===== config.mk =====
export PLATFORM = sky130hd
export DESIGN_NAME = fetch_stage_flat
export DESIGN_NICKNAME = d
export VERILOG_FILES = /design/src/rtl/fetch_stage_pkg.sv /design/src/rtl/fetch_stage_if.sv /design/src/rtl/fetch_stage.sv /design/src/flat_wrapper.sv
export SDC_FILE = /design/constraint.sdc
export NUM_CORES = 1
export LEC_CHECK = 0
export BUFFER_PORTS_ARGS = -buffer_cell sky130_fd_sc_hd__buf_2
export CAP_MARGIN = 25
export CORE_AREA = 2 2 166 168
export CTS_CLUSTER_SIZE = 12
export DETAILED_ROUTE_END_ITERATION = 7
export DIE_AREA = 0 0 168 170
export HOLD_SLACK_MARGIN = 0.03
export PLACE_DENSITY_LB_ADDON = 0.15
export SLEW_MARGIN = 15
export SYNTH_ARGS = -nofsm -noshare
export SYNTH_HDL_FRONTEND = slang
export SYNTH_SLANG_ARGS = --single-unit

===== constraint.sdc =====
create_clock -name clk -period 2.7 [get_ports clk]
set_input_delay 0.54 -clock clk [delete_from_list [all_inputs] [get_ports clk]]
set_output_delay 0.54 -clock clk [all_outputs]
set_load 0.05 [all_outputs]

===== src/rtl/fetch_stage_pkg.sv =====
// Shared definitions for the instruction fetch stage: reset PC default,
// NOP encoding, FSM state encoding and the 161-bit commit_info layout.
package fetch_stage_pkg;

   // PC loaded when rst is asserted, unless the instance overrides RESET_PC.
   localparam logic [63:0] RESET_PC_DEFAULT = 64'h0000_0000_8000_0000;

   // addi x0, x0, 0 -- placed in the slot for a misaligned PC.
   localparam logic [31:0] NOP_INSTR = 32'h0000_0013;

   // commit_info layout: {valid[160], pc[159:96], instr[95:64], next_pc[63:0]}
   localparam int CI_W           = 161;
   localparam int CI_VALID_BIT   = 160;
   localparam int CI_PC_LSB      = 96;
   localparam int CI_INSTR_LSB   = 64;
   localparam int CI_NEXT_PC_LSB = 0;

   // REQ   : request being presented to instruction memory
   // WAIT  : one request outstanding, its response goes to the slot
   // FLUSH : one request outstanding, its response is thrown away
   typedef enum logic [1:0] {
      ST_REQ   = 2'd0,
      ST_WAIT  = 2'd1,
      ST_FLUSH = 2'd2
   } fetch_state_e;

   // Assemble the commit_info vector from its fields.
   function automatic logic [CI_W-1:0] pack_commit(input logic        valid,
                                                   input logic [63:0] pc,
                                                   input logic [31:0] instr,
                                                   input logic [63:0] next_pc);
      return {valid, pc, instr, next_pc};
   endfunction

endpackage


===== src/rtl/fetch_stage_if.sv =====
// Instruction-memory bus between the fetch stage (master) and memory (slave).
// Handshake: a request transfers on a cycle where imem_o_req_valid and
// imem_i_req_ready are both high; a response transfers on a cycle where
// imem_i_resp_valid and imem_o_resp_ready are both high. The master keeps
// imem_o_req_addr stable while a request is valid and not yet accepted.
interface fetch_stage_if;

   logic        imem_o_req_valid;
   logic [63:0] imem_o_req_addr;
   logic        imem_i_req_ready;
   logic        imem_i_resp_valid;
   logic [31:0] imem_i_resp_data;
   logic        imem_o_resp_ready;

   modport master (
      output imem_o_req_valid,
      output imem_o_req_addr,
      input  imem_i_req_ready,
      input  imem_i_resp_valid,
      input  imem_i_resp_data,
      output imem_o_resp_ready
   );

   modport slave (
      input  imem_o_req_valid,
      input  imem_o_req_addr,
      output imem_i_req_ready,
      output imem_i_resp_valid,
      output imem_i_resp_data,
      input  imem_o_resp_ready
   );

endinterface


===== src/rtl/fetch_stage.sv =====
// Instruction fetch stage: PC register, single-outstanding-request memory
// FSM and a one-entry output slot feeding decode.
// Optional feature macro: FETCH_MISALIGN_CHECK_EN -- when defined, a PC with
// bits [1:0] != 0 issues no memory request and instead places a NOP in the
// slot (next_pc = PC) while the PC holds until a redirect. When undefined the
// low PC bits are simply masked off the request address.
module fetch_stage
   import fetch_stage_pkg::*;
#(
   parameter logic [63:0] RESET_PC = RESET_PC_DEFAULT
) (
   input  logic                clk,
   input  logic                rst,
   input  logic                redirect_i_valid,
   input  logic [63:0]         redirect_i_pc,
   input  logic                stall_i,
   fetch_stage_if.master       imem,
   output logic                fetch_o_valid,
   output logic [63:0]         fetch_o_pc,
   output logic [31:0]         fetch_o_instr,
   output logic [CI_W-1:0]     fetch_o_commit_info,
   output fetch_state_e        dbg_state
);

   fetch_state_e state_q;
   logic [63:0]  pc_q;
   logic [63:0]  next_pc_q;

   logic         misaligned;
   logic         slot_free;
   logic         req_fire;
   logic         resp_fire;
   logic         load_resp;
   logic         load_nop;

`ifdef FETCH_MISALIGN_CHECK_EN
   assign misaligned = |pc_q[1:0];
`else
   assign misaligned = 1'b0;
`endif

   // Slot can take a new instruction if empty or being drained this cycle.
   assign slot_free = !fetch_o_valid || !stall_i;

   assign imem.imem_o_req_valid = (state_q == ST_REQ) && !misaligned;
   assign imem.imem_o_req_addr  = {pc_q[63:2], 2'b00};

   // Response acceptance per state. A redirect in WAIT also accepts the
   // response so that a coincident one is really consumed and dropped.
   always_comb begin
      imem.imem_o_resp_ready = 1'b0;
      case (state_q)
         ST_WAIT:  imem.imem_o_resp_ready = slot_free || redirect_i_valid;
         ST_FLUSH: imem.imem_o_resp_ready = 1'b1;
         default:  imem.imem_o_resp_ready = 1'b0;
      endcase
   end

   assign req_fire  = imem.imem_o_req_valid && imem.imem_i_req_ready;
   assign resp_fire = imem.imem_i_resp_valid && imem.imem_o_resp_ready;

   // Redirect always wins over loading the slot.
   assign load_resp = (state_q == ST_WAIT) && resp_fire && !redirect_i_valid;
   assign load_nop  = (state_q == ST_REQ) && misaligned && !redirect_i_valid
                      && slot_free;

   // FSM, PC register and output slot updated together.
   always_ff @(posedge clk) begin
      if (rst) begin
         state_q       <= ST_REQ;
         pc_q          <= RESET_PC;
         fetch_o_valid <= 1'b0;
         fetch_o_pc    <= 64'd0;
         fetch_o_instr <= 32'd0;
         next_pc_q     <= 64'd0;
      end else begin
         // Output slot.
         if (redirect_i_valid) begin
            fetch_o_valid <= 1'b0;
         end else if (load_resp) begin
            fetch_o_valid <= 1'b1;
            fetch_o_pc    <= pc_q;
            fetch_o_instr <= imem.imem_i_resp_data;
            next_pc_q     <= pc_q + 64'd4;
         end else if (load_nop) begin
            fetch_o_valid <= 1'b1;
            fetch_o_pc    <= pc_q;
            fetch_o_instr <= NOP_INSTR;
            next_pc_q     <= pc_q;
         end else if (fetch_o_valid && !stall_i) begin
            fetch_o_valid <= 1'b0;
         end

         // Request FSM and PC.
         case (state_q)
            ST_REQ: begin
               if (redirect_i_valid) begin
                  pc_q <= redirect_i_pc;
                  // A request accepted this cycle carries the old PC.
                  state_q <= req_fire ? ST_FLUSH : ST_REQ;
               end else if (req_fire) begin
                  state_q <= ST_WAIT;
               end
            end
            ST_WAIT: begin
               if (redirect_i_valid) begin
                  pc_q    <= redirect_i_pc;
                  state_q <= imem.imem_i_resp_valid ? ST_REQ : ST_FLUSH;
               end else if (resp_fire) begin
                  pc_q    <= pc_q + 64'd4;
                  state_q <= ST_REQ;
               end
            end
            ST_FLUSH: begin
               if (redirect_i_valid) begin
                  pc_q <= redirect_i_pc;
               end
               if (imem.imem_i_resp_valid) begin
                  state_q <= ST_REQ;
               end
            end
            default: begin
               state_q <= ST_REQ;
            end
         endcase
      end
   end

   assign fetch_o_commit_info = pack_commit(fetch_o_valid, fetch_o_pc,
                                            fetch_o_instr, next_pc_q);
   assign dbg_state = state_q;

endmodule


===== src/flat_wrapper.sv =====
// flat-port wrapper written by rule: the top's interface ports become plain ports
module fetch_stage_flat import fetch_stage_pkg::*;
#(
   parameter logic [63:0] RESET_PC = RESET_PC_DEFAULT
)
  (clk, rst, redirect_i_valid, redirect_i_pc, stall_i, fetch_o_valid, fetch_o_pc, fetch_o_instr, fetch_o_commit_info, dbg_state, imem_imem_o_req_valid, imem_imem_o_req_addr, imem_imem_i_req_ready, imem_imem_i_resp_valid, imem_imem_i_resp_data, imem_imem_o_resp_ready);
  fetch_stage_if imem_i ();
  input  logic clk;
  input  logic rst;
  input  logic redirect_i_valid;
  input  logic [63:0] redirect_i_pc;
  input  logic stall_i;
  output logic fetch_o_valid;
  output logic [63:0] fetch_o_pc;
  output logic [31:0] fetch_o_instr;
  output logic [CI_W-1:0] fetch_o_commit_info;
  output fetch_state_e dbg_state;
  output wire logic [$bits(imem_i.imem_o_req_valid)-1:0] imem_imem_o_req_valid;
  output wire logic [$bits(imem_i.imem_o_req_addr)-1:0] imem_imem_o_req_addr;
  input wire logic [$bits(imem_i.imem_i_req_ready)-1:0] imem_imem_i_req_ready;
  input wire logic [$bits(imem_i.imem_i_resp_valid)-1:0] imem_imem_i_resp_valid;
  input wire logic [$bits(imem_i.imem_i_resp_data)-1:0] imem_imem_i_resp_data;
  output wire logic [$bits(imem_i.imem_o_resp_ready)-1:0] imem_imem_o_resp_ready;
  assign imem_imem_o_req_valid = imem_i.imem_o_req_valid;
  assign imem_imem_o_req_addr = imem_i.imem_o_req_addr;
  assign imem_i.imem_i_req_ready = imem_imem_i_req_ready;
  assign imem_i.imem_i_resp_valid = imem_imem_i_resp_valid;
  assign imem_i.imem_i_resp_data = imem_imem_i_resp_data;
  assign imem_imem_o_resp_ready = imem_i.imem_o_resp_ready;
  fetch_stage #(.RESET_PC(RESET_PC)) u_core (.clk(clk), .rst(rst), .redirect_i_valid(redirect_i_valid), .redirect_i_pc(redirect_i_pc), .stall_i(stall_i), .imem(imem_i), .fetch_o_valid(fetch_o_valid), .fetch_o_pc(fetch_o_pc), .fetch_o_instr(fetch_o_instr), .fetch_o_commit_info(fetch_o_commit_info), .dbg_state(dbg_state));
endmodule

==> flow_metrics.tcl, run 1 <==
set metrics [dict create \
    yosys_warnings 0 \
    p_per_area_nw_per_um2 602 \
    cts.htree.levels 1 \
    crit_type "reg2reg" \
    grt_pass1_wl_mm 58.2 \
    area_growth_pct 20.7 \
    synthTopCellsByCount "nand2_1 (246), dfxtp_1 (225), buf_4 (165), a21oi_1 (136), nor2_1 (117)" \
    die_width_um 168 \
    cap_violations 0 \
    grt_use_total 0.254 \
    drc 0 \
    cpMaxStageDelayCell "nor2_1" \
    synth_top_cell_by_area "dfxtp_1" \
    arrival_ns 2.91 \
    finalCriticalPeriod_ns 2.48 \
    die_h_um 170 \
    status "completed" \
    gp_congestion 0.906 \
    cp-end-kind "flip-flop" \
    cts_buffers 26 \
    synth_edf_count 0 \
    place_hpwl_mm 27.9 \
    grt_pass1_vias 10200 \
    via_count 11400 \
    setup_violations 0 \
    num_rows 60 \
    drt_first_pass_iters 5 \
    slew_viol_final 0 \
    period_share 0.919 \
    ios 428 \
    r2r_start "u_core.pc_q[32]" \
    synth_seq_cells 225 \
    synth_area_leaders "dfxtp_1 (38%), buf_4 (11%), nand2_1 (7.9%), a21oi_1 (5.8%), a211oi_1 (4.1%)" \
    initial_core_util 0.441 \
    overflow 0 \
    cts_tree "done" \
    clk_pin_slew_ns 0.06 \
    r2r_cells 7 \
    min_path_cells 3 \
    async_reset_ff_frac 0 \
    core-area_um2 26700 \
    r2r_setup_slack_ns 0.22 \
    leakage_nw 6.14 \
    regArea_um2 4510 \
    rr_endpoint "u_core.pc_q[63]" \
    viasPerCell 5.39 \
    grt_max_degree 101 \
    syn_area_um2 11800 \
    hp-start "imem_imem_i_resp_data[24]" \
    worst_pin_slew_ns 0.823 \
    synth_cells 1502 \
    totalWireLength_mm 38.8 \
    slowest_delay_ns 0.45 \
    nets 1863 \
    synthFlopType "dfxtp_1" \
    drive_above_1_share 0.331 \
    worstPathCellList "buf_4, nand4_1, nor2_1, nand3_2, o41ai_1, a21oi_1, a311oi_1" \
    port_buffers 425 \
    drt-initial-drc-count 788 \
    cts_root_buf "clkbuf_16" \
    cp_max_fo 8 \
    multi_input_area_um2 5450 \
    fin_worst_skew_ns 0.0174 \
    hold_viol 0 \
    ant_nets 0 \
    cp-start-kind "flip-flop" \
    critPathTopFamily "simple AND/OR/NAND/NOR gates" \
    num-fill-cells 2572 \
    die_area_um2 28600 \
    finalSetupTns_ns 0 \
    min_to "u_core.fetch_o_instr[24]" \
    yosysUniqueCellTypes 66 \
    yosysTopAreaCellShare 0.383 \
    crit_buf_inv 1 \
    cts_buffer_depth 3 \
    routedWlPerCell_um 18.4 \
    ys_seq_area_frac 0.383 \
    antenna_found_initial 1 \
    cts.sinks 225 \
    yosysMostFrequentCell "nand2_1" \
    irDropWorstVdd_v 0.000442 \
    clock_latency_ns 0.54 \
    fmax_ghz 0.403 \
    crit_required_ns 3.13 \
    rsz0062_at_grt "false" \
    avgSynthCellArea_um2 7.82 \
    fin_util 0.532 \
    min_path_type "in2reg" \
    relSlewSlack 0.446 \
    whs_ns 0.240 \
]
## through the flow
step	cells	setup slack, ns	area [µm²]	power [mW]
after CTS	2111	0.223	14200	8.59
after global routing	2113	0.0365	14200	8.84
final	2114	0.220	14200	8.54
after floorplan	1503	0.109	11800	4.81
after global placement	2067	0.241	13400	5.21
after detailed placement	2067	0.202	13400	5.22
## logic make-up after synthesis
| logic type | share of synthesized area |
|---|---|
| DFF | 0.383 |
| xor gates and xnor gates | 0.0425 |
| adders and majority gates | 0.00532 |
| AOI/OAI and AO/OA | 0.182 |
| and+or+nand+nor | 0.229 |
| muxes | 0.00256 |
| buffers and inverters | 0.155 |
| other | 0.000319 |
## final cells by class
class,count,area share
well taps,341,0.0301
flip-flops and latches,225,0.318
clock inverters,2,0.000882
clock buffers,42,0.0558
multi-input cells,969,0.384
repair buffers,514,0.205
inverters,20,0.00529
diodes,1,0.000176
## worst register-to-register path: stages, from the launching register on
cell      delay [ns]
dfxtp_1         0.40
buf_4           0.18
nand4_1         0.20
nor2_1          0.45
nand3_2         0.35
o41ai_1         0.42
a21oi_1         0.11
a311oi_1        0.26
## power by group
part	switching (mW)	internal, mW	leakage (nW)
clock network	1.40	1.98	0.391
logic	1.10	0.495	3.92
registers	0.125	3.44	1.83
## cells in the final DEF (no fill, tap or decap), types with 6 or more instances in the layout
master       n
a211oi_1    64
a21oi_1    136
a22oi_1     14
a311oi_1     6
a31oi_1      8
and2_1       6
and3_1      11
and4_1      11
buf_12       9
buf_2      424
buf_4       80
clkbuf_1     9
clkbuf_16   27
clkbuf_8     6
dfxtp_1    222
inv_1       20
nand2_1    246
nand3_1     33
nand4_1     28
nor2_1     117
nor3_1      35
nor3_2       8
nor4_1      15
o21a_1       6
o21ai_0     59
o31ai_1     11
or3_1       13
xnor2_1     42
xor2_1      15
## worst max-delay path by stage
stage,startpoint,endpoint,depth (start not counted)
floorplan,u_core.dbg_state[0],u_core.pc_q[56],10
global placement,redirect_i_valid,u_core.pc_q[22],9
detailed placement,u_core.pc_q[15],u_core.pc_q[50],7
CTS,u_core.pc_q[15],u_core.pc_q[50],7
global route,u_core.pc_q[32],u_core.next_pc_q[63],7
finish,u_core.pc_q[32],u_core.pc_q[63],7
## routing by layer
| layer | vias up | track usage | share of wire |
|---|---|---|---|
| li1 | 5550 | - | - |
| met1 | 5283 | 0.346 | 0.43 |
| met2 | 510 | 0.412 | 0.47 |
| met3 | 52 | 0.0551 | 0.082 |
| met4 | 0 | 0.0628 | 0.022 |
| met5 | - | 0 | 0 |
## sequential cells by signal (all words and copies together), names as in the netlist
name,flops
u_core.next_pc_q,64
u_core.pc_q,64
u_core.fetch_o_pc,62
u_core.fetch_o_instr,32
u_core.dbg_state,2
u_core.fetch_o_valid,1
## what timing repair did
action / CTS / global route
hold buffers: 0 / 0
setup buffers: 0 / 2
endpoints found under the setup margin: 0 / 2
resized for setup: 0 / 1
Note: power is estimated with default switching activity, not from simulation.
==> run 2, diff against run 1 <==
- CORE_AREA: 2 2 166 168 -> unset
- CORE_ASPECT_RATIO: unset -> 0.5
- CORE_MARGIN: unset -> 2
- CORE_UTILIZATION: unset -> 50
- DIE_AREA: 0 0 168 170 -> unset
- MAX_ROUTING_LAYER: unset -> met4
==> run 2 against run 1 <==
Setup slack got worse by 0.016 ns. Die area fell by 13%. Critical path type unchanged. Global-route usage grew 5.5 points. Highest routed layer unchanged. Critical endpoint is now u_core.pc_q[56]. Count of clock-buffer cells in the layout is 11 lower. Critical path depth rose by 1. Routed wire length is 0.38% higher. Combinational power is essentially flat.
==> flow_metrics.tcl, run 2 (synthesis results as in run 1) <==
set metrics [dict create \
    cts_buffers 23 \
    area_growth_pct 18.3 \
    critPathTopFamily "simple AND/OR/NAND/NOR gates" \
    irDropWorstVdd_v 0.000373 \
    routedWlPerCell_um 19.0 \
    cts.sinks 225 \
    drt_first_pass_iters 6 \
    p_per_area_nw_per_um2 580 \
    overflow 0 \
    cts_root_buf "clkbuf_16" \
    cp-start-kind "flip-flop" \
    drt-initial-drc-count 969 \
    period_share 0.925 \
    grt_pass1_wl_mm 58.9 \
    totalWireLength_mm 39.0 \
    worst_pin_slew_ns 0.911 \
    cts_tree "done" \
    slew_viol_final 0 \
    drive_above_1_share 0.322 \
    whs_ns 0.256 \
    fin_worst_skew_ns 0.0198 \
    most-common-layout-cells "buf_2 (424), nand2_1 (246), dfxtp_1 (223)" \
    fin_util 0.606 \
    drc 0 \
    post_cts_buffers 0 \
    antenna_found_initial 1 \
    fmax_ghz 0.401 \
    ant_nets 0 \
    cp_max_fo 13 \
    via_count 11500 \
    worstPathCellList "inv_1, ha_1, or3_2, buf_4, nor2_1, buf_12, nand3_1, a32o_1" \
    min_to "u_core.fetch_o_instr[31]" \
    arrival_ns 2.90 \
    cts.htree.levels 1 \
    r2r_cells 8 \
    cp-end-kind "flip-flop" \
    relSlewSlack 0.393 \
    cap_violations 0 \
    num_rows 39 \
    setup_violations 0 \
    min_path_cells 3 \
    postPlaceCellArea_um2 13300 \
    place_hpwl_mm 28.3 \
    crit_buf_inv 3 \
    hold_viol 0 \
    r2r_setup_slack_ns 0.20 \
    rsz0062_at_grt "false" \
    cts_buffer_depth 3 \
    die_h_um 112 \
    port_buffers 425 \
    min_path_type "in2reg" \
    die_area_um2 24800 \
    initial_core_util 0.512 \
    crit_type "reg2reg" \
    leakage_nw 5.99 \
    die_width_um 221 \
    slowest_delay_ns 0.53 \
    rr_endpoint "u_core.pc_q[56]" \
    ios 428 \
    viasPerCell 5.62 \
    final_common_cell "buf_2" \
    hp-start "imem_imem_i_resp_data[31]" \
    status "completed" \
    core-area_um2 22900 \
    nets 1847 \
    finalSetupTns_ns 0 \
    r2r_start "u_core.dbg_state[0]" \
    grt_pass1_vias 10600 \
    cpMaxStageDelayCell "or3_2" \
    hold_buffers 0 \
    path_depth 8 \
    crit_required_ns 3.11 \
    cts.repair.resized 0 \
    design_area_um2 13900 \
    clock_latency_ns 0.53 \
    clk_pin_slew_ns 0.06 \
    gp_congestion 0.917 \
    grt_use_total 0.309 \
    grt_max_degree 196 \
    finalCriticalPeriod_ns 2.50 \
    reg_top3 "u_core.next_pc_q: 64 flops, u_core.pc_q: 64 flops, u_core.fetch_o_pc: 62 flops" \
]
==> run 2: cell types whose count changed in the layout (fill, tap and decap cells not counted), moves of 3 or more <==
cell	change
clkbuf_1	-3
clkbuf_8	-4
buf_4	-15
clkbuf_16	-4
==> run 2: metrics by stage <==
stage	total power, mW	setup slack [ns]	instances
2_1_floorplan	4.81	0.109	1503
3_3_place_gp	5.19	0.337	2021
3_5_place_dp	5.21	0.245	2022
4_1_cts	8.10	0.233	2054
5_1_grt	8.34	0.0396	2055
6_report	8.06	0.203	2055
==> run 2: how the worst max path moves through the flow <==
stage | startpoint | endpoint | slack (ns)
after global routing | u_core.pc_q[2] | u_core.pc_q[50] | 0.04
after CTS | u_core.dbg_state[0] | u_core.pc_q[56] | 0.23
final | u_core.dbg_state[0] | u_core.pc_q[56] | 0.20
after global placement | u_core.dbg_state[0] | u_core.pc_q[56] | 0.34
after floorplan | u_core.dbg_state[0] | u_core.pc_q[56] | 0.11
after detailed placement | u_core.dbg_state[0] | u_core.pc_q[56] | 0.25
==> run 2: routing by layer <==
metal,track usage,vias to the layer above,share of wire
li1,-,5503,-
met1,0.400,5493,0.43
met2,0.502,460,0.48
met3,0.0499,83,0.068
met4,0.0822,0,0.025
met5,-,-,0
==> run 2: tightest hold or removal path: cells and delay by family <==
| kind | cells | cell delay [ns] |
|---|---|---|
| buffers and inverters | 1 | 0.09 |
| AOI/OAI and AO/OA | 1 | 0.05 |
| and+or+nand+nor | 1 | 0.05 |
==> run 2: area by class of cell <==
type | instances | area (µm²)
diodes | 1 | 2.50
clock buffers | 31 | 626
clock inverters | 1 | 7.51
fillers | 2160 | 9030
inverters | 20 | 75.1
multi-input cells | 969 | 5450
flip-flops and latches | 225 | 4510
well taps | 307 | 384
repair buffers | 501 | 2850
==> run 2: power breakdown <==
group / internal [mW] / switching (mW)
clock: 1.59 / 1.32
combinational: 0.484 / 1.09
sequential: 3.44 / 0.131
total: 5.52 / 2.54
